===== src/rtl/sram_queue_pkg.sv =====
// Shared sizing constants for the two-port SRAM queue controller.
//   Q_DATA_W / Q_DEPTH / Q_ADDR_W : default entry width, macro depth, address width
//   OBUF_DEPTH / OBUF_CNT_W       : output buffer depth and its occupancy width
package sram_queue_pkg;

    localparam int Q_DATA_W   = 128;
    localparam int Q_DEPTH    = 16;
    localparam int Q_ADDR_W   = 4;
    localparam int OBUF_DEPTH = 2;
    localparam int OBUF_CNT_W = 2;

endpackage


===== src/rtl/sram_queue_obuf.sv =====
// Two-entry output buffer that catches the macro's registered read data.
//   clock, reset  : clock, asynchronous active-high reset
//   push_i        : capture push_data_i this edge
//   pop_i         : consumer took the head this edge
//   valid_o       : head entry present
//   head_o        : head entry data
//   cnt_o         : occupancy 0..2
module sram_queue_obuf
    import sram_queue_pkg::*;
#(
    parameter int DATA_W = Q_DATA_W
) (
    input  logic                  clock,
    input  logic                  reset,
    input  logic                  push_i,
    input  logic [DATA_W-1:0]     push_data_i,
    input  logic                  pop_i,
    output logic                  valid_o,
    output logic [DATA_W-1:0]     head_o,
    output logic [OBUF_CNT_W-1:0] cnt_o
);

    logic [DATA_W-1:0]     mem_q [OBUF_DEPTH];
    logic                  wr_idx_q, wr_idx_d;
    logic                  rd_idx_q, rd_idx_d;
    logic [OBUF_CNT_W-1:0] cnt_q, cnt_d;

    always_comb begin
        wr_idx_d = wr_idx_q;
        rd_idx_d = rd_idx_q;
        cnt_d    = cnt_q;
        if (push_i) begin
            wr_idx_d = ~wr_idx_q;
        end
        if (pop_i) begin
            rd_idx_d = ~rd_idx_q;
        end
        if (push_i && !pop_i) begin
            cnt_d = cnt_q + 1'b1;
        end else if (!push_i && pop_i) begin
            cnt_d = cnt_q - 1'b1;
        end
    end

    always_ff @(posedge clock or posedge reset) begin
        if (reset) begin
            wr_idx_q <= 1'b0;
            rd_idx_q <= 1'b0;
            cnt_q    <= '0;
        end else begin
            wr_idx_q <= wr_idx_d;
            rd_idx_q <= rd_idx_d;
            cnt_q    <= cnt_d;
        end
    end

    // Data slots carry no reset; occupancy alone decides what is visible.
    always_ff @(posedge clock) begin
        if (push_i) begin
            mem_q[wr_idx_q] <= push_data_i;
        end
    end

    assign valid_o = (cnt_q != '0);
    assign head_o  = mem_q[rd_idx_q];
    assign cnt_o   = cnt_q;

endmodule


===== src/rtl/sram_2p_queue_ctrl.sv =====
// Ready/valid queue controller driving a two-port SRAM macro. Entries are
// written through the macro write port, read back through the read port and
// land in a 2-entry output buffer that hides the one-cycle read latency.
//   clock, reset            : sole clock, asynchronous active-high reset
//   enq_valid/ready/bits    : producer side
//   deq_valid/ready/bits    : consumer side
//   count                   : total occupancy (macro + in-flight + buffer)
//   sram_web/aa/d           : macro write port (enable active-low)
//   sram_reb/ab, sram_q     : macro read port (enable active-low), read data
module sram_2p_queue_ctrl
    import sram_queue_pkg::*;
#(
    parameter int DATA_W = Q_DATA_W,
    parameter int DEPTH  = Q_DEPTH,
    parameter int ADDR_W = Q_ADDR_W
) (
    input  logic              clock,
    input  logic              reset,
    input  logic              enq_valid,
    output logic              enq_ready,
    input  logic [DATA_W-1:0] enq_bits,
    output logic              deq_valid,
    input  logic              deq_ready,
    output logic [DATA_W-1:0] deq_bits,
    output logic [ADDR_W+1:0] count,
    output logic              sram_web,
    output logic [ADDR_W-1:0] sram_aa,
    output logic [DATA_W-1:0] sram_d,
    output logic              sram_reb,
    output logic [ADDR_W-1:0] sram_ab,
    input  logic [DATA_W-1:0] sram_q
);

    localparam logic [ADDR_W:0] FULL_CNT = (ADDR_W+1)'(DEPTH);

    logic [ADDR_W-1:0]     wr_ptr_q, wr_ptr_d;
    logic [ADDR_W-1:0]     rd_ptr_q, rd_ptr_d;
    logic [ADDR_W:0]       sram_cnt_q, sram_cnt_d;
    logic                  ren_q;
    logic                  enq_fire, deq_fire, rd_fire;
    logic [OBUF_CNT_W-1:0] obuf_cnt;
    logic [2:0]            obuf_claim;

    // enq_ready looks only at registered macro occupancy; reset gates it low.
    assign enq_ready = !reset && (sram_cnt_q != FULL_CNT);
    assign enq_fire  = enq_valid && enq_ready;
    assign deq_fire  = deq_valid && deq_ready;

    // Buffer slots already claimed next cycle: held entries plus the read
    // landing now, minus the one leaving. A read may issue only if one is free.
    assign obuf_claim = 3'(obuf_cnt) + 3'(ren_q) - 3'(deq_fire);
    assign rd_fire    = (sram_cnt_q != '0) && (obuf_claim < 3'(OBUF_DEPTH));

    assign sram_web = ~enq_fire;
    assign sram_aa  = wr_ptr_q;
    assign sram_d   = enq_bits;
    assign sram_reb = ~rd_fire;
    assign sram_ab  = rd_ptr_q;

    always_comb begin
        wr_ptr_d   = wr_ptr_q;
        rd_ptr_d   = rd_ptr_q;
        sram_cnt_d = sram_cnt_q;
        if (enq_fire) begin
            wr_ptr_d = wr_ptr_q + 1'b1;
        end
        if (rd_fire) begin
            rd_ptr_d = rd_ptr_q + 1'b1;
        end
        if (enq_fire && !rd_fire) begin
            sram_cnt_d = sram_cnt_q + 1'b1;
        end else if (!enq_fire && rd_fire) begin
            sram_cnt_d = sram_cnt_q - 1'b1;
        end
    end

    always_ff @(posedge clock or posedge reset) begin
        if (reset) begin
            wr_ptr_q   <= '0;
            rd_ptr_q   <= '0;
            sram_cnt_q <= '0;
            ren_q      <= 1'b0;
        end else begin
            wr_ptr_q   <= wr_ptr_d;
            rd_ptr_q   <= rd_ptr_d;
            sram_cnt_q <= sram_cnt_d;
            ren_q      <= rd_fire;
        end
    end

    sram_queue_obuf #(
        .DATA_W (DATA_W)
    ) u_obuf (
        .clock       (clock),
        .reset       (reset),
        .push_i      (ren_q),
        .push_data_i (sram_q),
        .pop_i       (deq_fire),
        .valid_o     (deq_valid),
        .head_o      (deq_bits),
        .cnt_o       (obuf_cnt)
    );

    assign count = (ADDR_W+2)'(sram_cnt_q) + (ADDR_W+2)'(ren_q) + (ADDR_W+2)'(obuf_cnt);

endmodule


===== config.mk =====
export PLATFORM = sky130hd
export DESIGN_NAME = sram_2p_queue_ctrl
export DESIGN_NICKNAME = d
export VERILOG_FILES = /design/src/rtl/sram_queue_pkg.sv /design/src/rtl/sram_queue_obuf.sv /design/src/rtl/sram_2p_queue_ctrl.sv
export SDC_FILE = /design/constraint.sdc
export NUM_CORES = 1
export LEC_CHECK = 0
export CAP_MARGIN = 40
export CORE_AREA = 2 2 207 209
export CTS_CLUSTER_SIZE = 28
export DETAILED_ROUTE_END_ITERATION = 10
export DIE_AREA = 0 0 209 211
export PLACE_DENSITY_LB_ADDON = 0.08
export REMOVE_ABC_BUFFERS = 1
export SETUP_SLACK_MARGIN = 0.4
export SLEW_MARGIN = 20
export SYNTH_ARGS = -nofsm -noshare
export SYNTH_HDL_FRONTEND = slang
export SYNTH_SLANG_ARGS = --single-unit

===== constraint.sdc =====
create_clock -name clock -period 8 [get_ports clock]
set_input_delay 0.8 -clock clock [delete_from_list [all_inputs] [get_ports clock]]
set_output_delay 0.8 -clock clock [all_outputs]
set_load 0.01 [all_outputs]

==> results.txt <==
Per report_power, the clock group accounts for 26.4% of the total. The number of gates given a new drive strength after cts is 0. The run gives 36.7% as the sequential fraction of design power.

Power spread over the standard cell area amounts to 381 nW/um^2. The worst clock skew on the final layout was 19.8 ps; the post-synth design cell area was 11,200 um^2. Data on the critical path is required at its endpoint by 7200 ps. For the number of antenna violations at the first check in global routing, the log shows 16. The library cell with the highest instance count after synthesis is sky130_fd_sc_hd__edfxtp_1. The endpoint identified for the worst register-to-register timing path is sram_cnt_q[3]$_DFFE_PP0P_.

After the flow finishes, the layout carries non-filler instances totaling 1,375. The tools report the number of H-tree levels as 2. Sorting the synthesized cells by area gives the leading types as sky130_fd_sc_hd__edfxtp_1, sky130_fd_sc_hd__mux2_2, sky130_fd_sc_hd__buf_4. The clock root buffer was sky130_fd_sc_hd__clkbuf_16. The tools report the origin of the worst min-delay path as sram_ab[3]$_DFFE_PP0N_.

Ranked by instance count, the synthesized netlist is headed by sky130_fd_sc_hd__edfxtp_1, sky130_fd_sc_hd__mux2_2, sky130_fd_sc_hd__buf_4. Cell family contributing the most delay on the critical path: buffers and inverters. The worst setup path is of the reg2out kind. In this run the core area contains 75 standard-cell rows. The core region is 41,800 um^2. The net count of the finished layout is 1,078. The element type at the critical path end was an output pin. The tools report the count of final setup violators as 0. After layout, the minimum clock period comes to 4150 ps. The final layout contains routed wiring with a total length of 51.6 mm. The worst pin sits at a relative slew slack of 47.8%.

Number of design rule violations left after detail routing: 0. For the switching power, the log shows 1.71 mW. Derived from the worst setup path, the maximum achievable clock frequency is 0.241 GHz. The clock slew seen by the registers of the worst setup and hold paths was 60 ps; the internal power component was 3.97 mW.

In this run the count of I/O pins placed on the die edge is 534. Setup repair after global routing left no endpoint under its margin. The later pin in the worst-skew pair is clocked with a latency of 550 ps. TritonCTS built the clock tree. The tools report the routability-driven placement congestion ratio as 0.899. The final number of max-transition violations is 0, and the async set or reset register ratio after synthesis is 6.57%. Entering global routing, the biggest net connects 55 pins. Traced cell by cell, the critical path runs through or2_2 > nand2_1 > inv_1 > ha_1 > nand2b_1 > fa_1 > xnor2_1 > o211a_4 > inv_2 > clkdlybuf4s50_1. The worst register-to-register path has a depth of 16. The run gives 4 as the first-pass iteration count of the detailed router. In this run, placement finished with an instance count of 1,307. After legalization and detailed placement, the total HPWL measured 41.9 mm. Global routing used 23.1% of the available tracks across all layers. For this run, the slowest stage of the critical path takes 560 ps. The layout filler cell count was 3,939.

The tools report the worst hold margin as 482 ps. In the final routed layout, each cell accounts on average for 37.5 um. The clock passes through at most 3 buffers.

In this run the post-CTS setup repair buffer count came out at 0. For this run, the number of Yosys warnings is 0. The fraction of final layout cells with drive strength greater than 1 was 23.3%. Leakage power summed over all cells: 5.05 nW. The mean area per synthesized cell came out at 18.0 um^2. Hold violation count in the final report: 0. The worst hold path depth is 1, and the antenna violation net count after detailed routing is 0. The die covers 44,100 um^2. The run finished with clean final reports. sky130_fd_sc_hd__edfxtp_1 takes more of the synthesized area than any other cell. The main flop type after synthesis is sky130_fd_sc_hd__edfxtp_1. After synthesis, flip-flops and latches occupy 72.5% of the total area.

The worst register-to-register path has a setup slack of 4240 ps. The effective utilization at floorplan is 26.9%. The worst register-to-register path begins at u_obuf.cnt_o[1]$_DFFE_PP0P_.

The run gives 624 as the synthesized instance count. The synthesized design contains 256 enable-type register cells. The number of global-route vias before repair was 6,582; the chip height was 211 um.

The ratio of routed vias to standard cells was 4.45. The design draws 5.69 mW. In the final timing run, aggregate negative setup slack is 0 ps. The first routing iteration left 321 violations.

The number of buffer cells added on primary ports was 277. The path class of the tightest hold or removal check is reg2reg. Counting both buffers and inverters, the worst setup path holds a total of 3.

The total overflow left after global routing is 0. For the clock sink total, the log shows 274. For the worst setup path, the data arrival time is 3350 ps. On the critical path, the stage with the largest delay is an instance of sky130_fd_sc_hd__clkdlybuf4s50_1. The combinational cell fraction of total power was 36.8%; the slew of the pin with the lowest slew margin was 783 ps.

The share of the clock period used by the worst path was 51.9%; the count of unique library cells instantiated by Yosys was 28. Of all nets on the critical path, the largest fanout is 6. For this block, the via count after detailed routing is 6,125.

For hold timing, the worst endpoint is sram_ab[3]$_DFFE_PP0N_. The first global-routing pass estimated 65.6 mm of wire. The number of clock buffers added by TritonCTS is 35. The area growth from synthesis to layout works out to 32.9%. The total of hold buffers inserted after clock tree synthesis is 0.

The tool flagged a number of max-cap violations equal to 0. The die width was 209 um. Synthesis-stage register bit count: 274.

The area share of the largest cell type after synthesis is 68.4%. The maximum VDD drop was 0.000229 V; the net switching share of the total power was 30.1%. The worst setup path is launched from a flip-flop.
[cells by family (layout without fill, tap and decap cells)]
group                      Yosys count  count (layout)  synth area share (%)
xor gates and xnor gates            19              19                  1.48
and+or+nand+nor                     24              24                  1.13
buffers and inverters              153             361                  9.53
AOI/OAI and AO/OA                   11              11                 0.657
adders and majority gates           13              13                  1.72
DFF                                274             274                  72.5
muxes                              130             130                  13.0
other                                0               4                     0
[stage by stage]
step / area (um^2) / worst slack (ps) / util (%)
after floorplan: 10200 / 1570 / -
after global placement: 13700 / 3970 / 32.8
after detailed placement: 13800 / 3890 / 33.1
after CTS: 14900 / 3790 / 35.7
after global routing: 14900 / 3670 / 35.7
final: 14900 / 3850 / 35.7
[state kept, by name, indices dropped and copies added (netlist names)]
signal and count:
u_obuf.cnt_o 2, sram_aa 4, sram_cnt_q 5, u_obuf.wr_idx_q 1, sram_ab 4, u_obuf.rd_idx_q 1, ren_q 1, u_obuf.mem_q 256
[worst reg2reg max path, stage by stage (launching register included)]
cell                       delay (ps)
sky130_fd_sc_hd__dfrtp_1          490
sky130_fd_sc_hd__or2_2            340
sky130_fd_sc_hd__nand2_1          140
sky130_fd_sc_hd__inv_1             60
sky130_fd_sc_hd__ha_1             270
sky130_fd_sc_hd__nand2b_1         150
sky130_fd_sc_hd__fa_1             380
sky130_fd_sc_hd__xnor2_1          200
sky130_fd_sc_hd__o211a_4          230
sky130_fd_sc_hd__inv_2             60
sky130_fd_sc_hd__ha_1             180
sky130_fd_sc_hd__inv_1            170
sky130_fd_sc_hd__ha_1             290
sky130_fd_sc_hd__a21o_2           220
sky130_fd_sc_hd__a21oi_1          170
sky130_fd_sc_hd__xor2_1           160
sky130_fd_sc_hd__o21ai_0          100
[worst max-delay path by stage]
stage	slack, ps	end	from	depth (start not counted)
floorplan	1570	u_obuf.mem_q[0][0]$_DFFE_PP_	ren_q$_DFF_PP0_	2
global placement	3970	sram_cnt_q[3]$_DFFE_PP0P_	deq_ready	16
detailed placement	3890	sram_cnt_q[3]$_DFFE_PP0P_	deq_ready	16
CTS	3790	sram_reb	u_obuf.cnt_o[1]$_DFFE_PP0P_	10
global route	3670	sram_reb	u_obuf.cnt_o[1]$_DFFE_PP0P_	10
finish	3850	sram_reb	u_obuf.cnt_o[1]$_DFFE_PP0P_	10
[cell type report]
| type | count | area [um^2] | area share [%] |
|---|---|---|---|
| antenna | 4 | 10.0 | 0.0671 |
| clock buffer | 47 | 942 | 6.31 |
| clock inverter | 17 | 148 | 0.989 |
| inverter | 10 | 37.5 | 0.251 |
| multi-input combinational | 197 | 2030 | 13.6 |
| sequential | 274 | 8140 | 54.5 |
| tap | 539 | 674 | 4.52 |
| timing repair buffer | 287 | 2940 | 19.7 |
[cell usage in the layout, fill, tap and decap left out, types with 2 or more instances in the layout]
cell and n:
sky130_fd_sc_hd__edfxtp_1 256, sky130_fd_sc_hd__xor2_1 6, sky130_fd_sc_hd__clkbuf_1 11, sky130_fd_sc_hd__ha_1 9
sky130_fd_sc_hd__clkinv_1 7, sky130_fd_sc_hd__inv_1 9, sky130_fd_sc_hd__bufinv_16 2, sky130_fd_sc_hd__dfrtp_1 17
sky130_fd_sc_hd__clkbuf_16 36, sky130_fd_sc_hd__clkdlybuf4s50_1 277, sky130_fd_sc_hd__diode_2 4, sky130_fd_sc_hd__fa_1 4
sky130_fd_sc_hd__o21ai_0 2, sky130_fd_sc_hd__nand2b_1 3, sky130_fd_sc_hd__clkinv_2 4, sky130_fd_sc_hd__buf_16 4
sky130_fd_sc_hd__buf_4 5, sky130_fd_sc_hd__mux2_2 130, sky130_fd_sc_hd__xnor2_1 13, sky130_fd_sc_hd__nand3_1 3
sky130_fd_sc_hd__nand2_1 8, sky130_fd_sc_hd__nor2_1 2, sky130_fd_sc_hd__a21oi_1 6
[metal layers]
metal  track usage, %  wire [um]  vias to the layer above
met1             16.4      13500                     2859
met3             28.5      13000                       90
met4             6.53       1430                       18
met5             11.0        676                        -
met2             36.0      23000                      599
li1                 -          -                     2559
[power by group through the flow]
stage | sequential (mW) | clock [mW] | combinational (mW)
final | 2.09 | 1.50 | 2.10
after global routing | 2.12 | 1.60 | 2.24
after CTS | 2.09 | 1.54 | 2.14
after detailed placement | 2.12 | 0 | 2.12
after global placement | 2.16 | 0 | 1.99
after floorplan | 2.20 | 0 | 0.968
No activity file was read; power rests on OpenSTA's default activity.
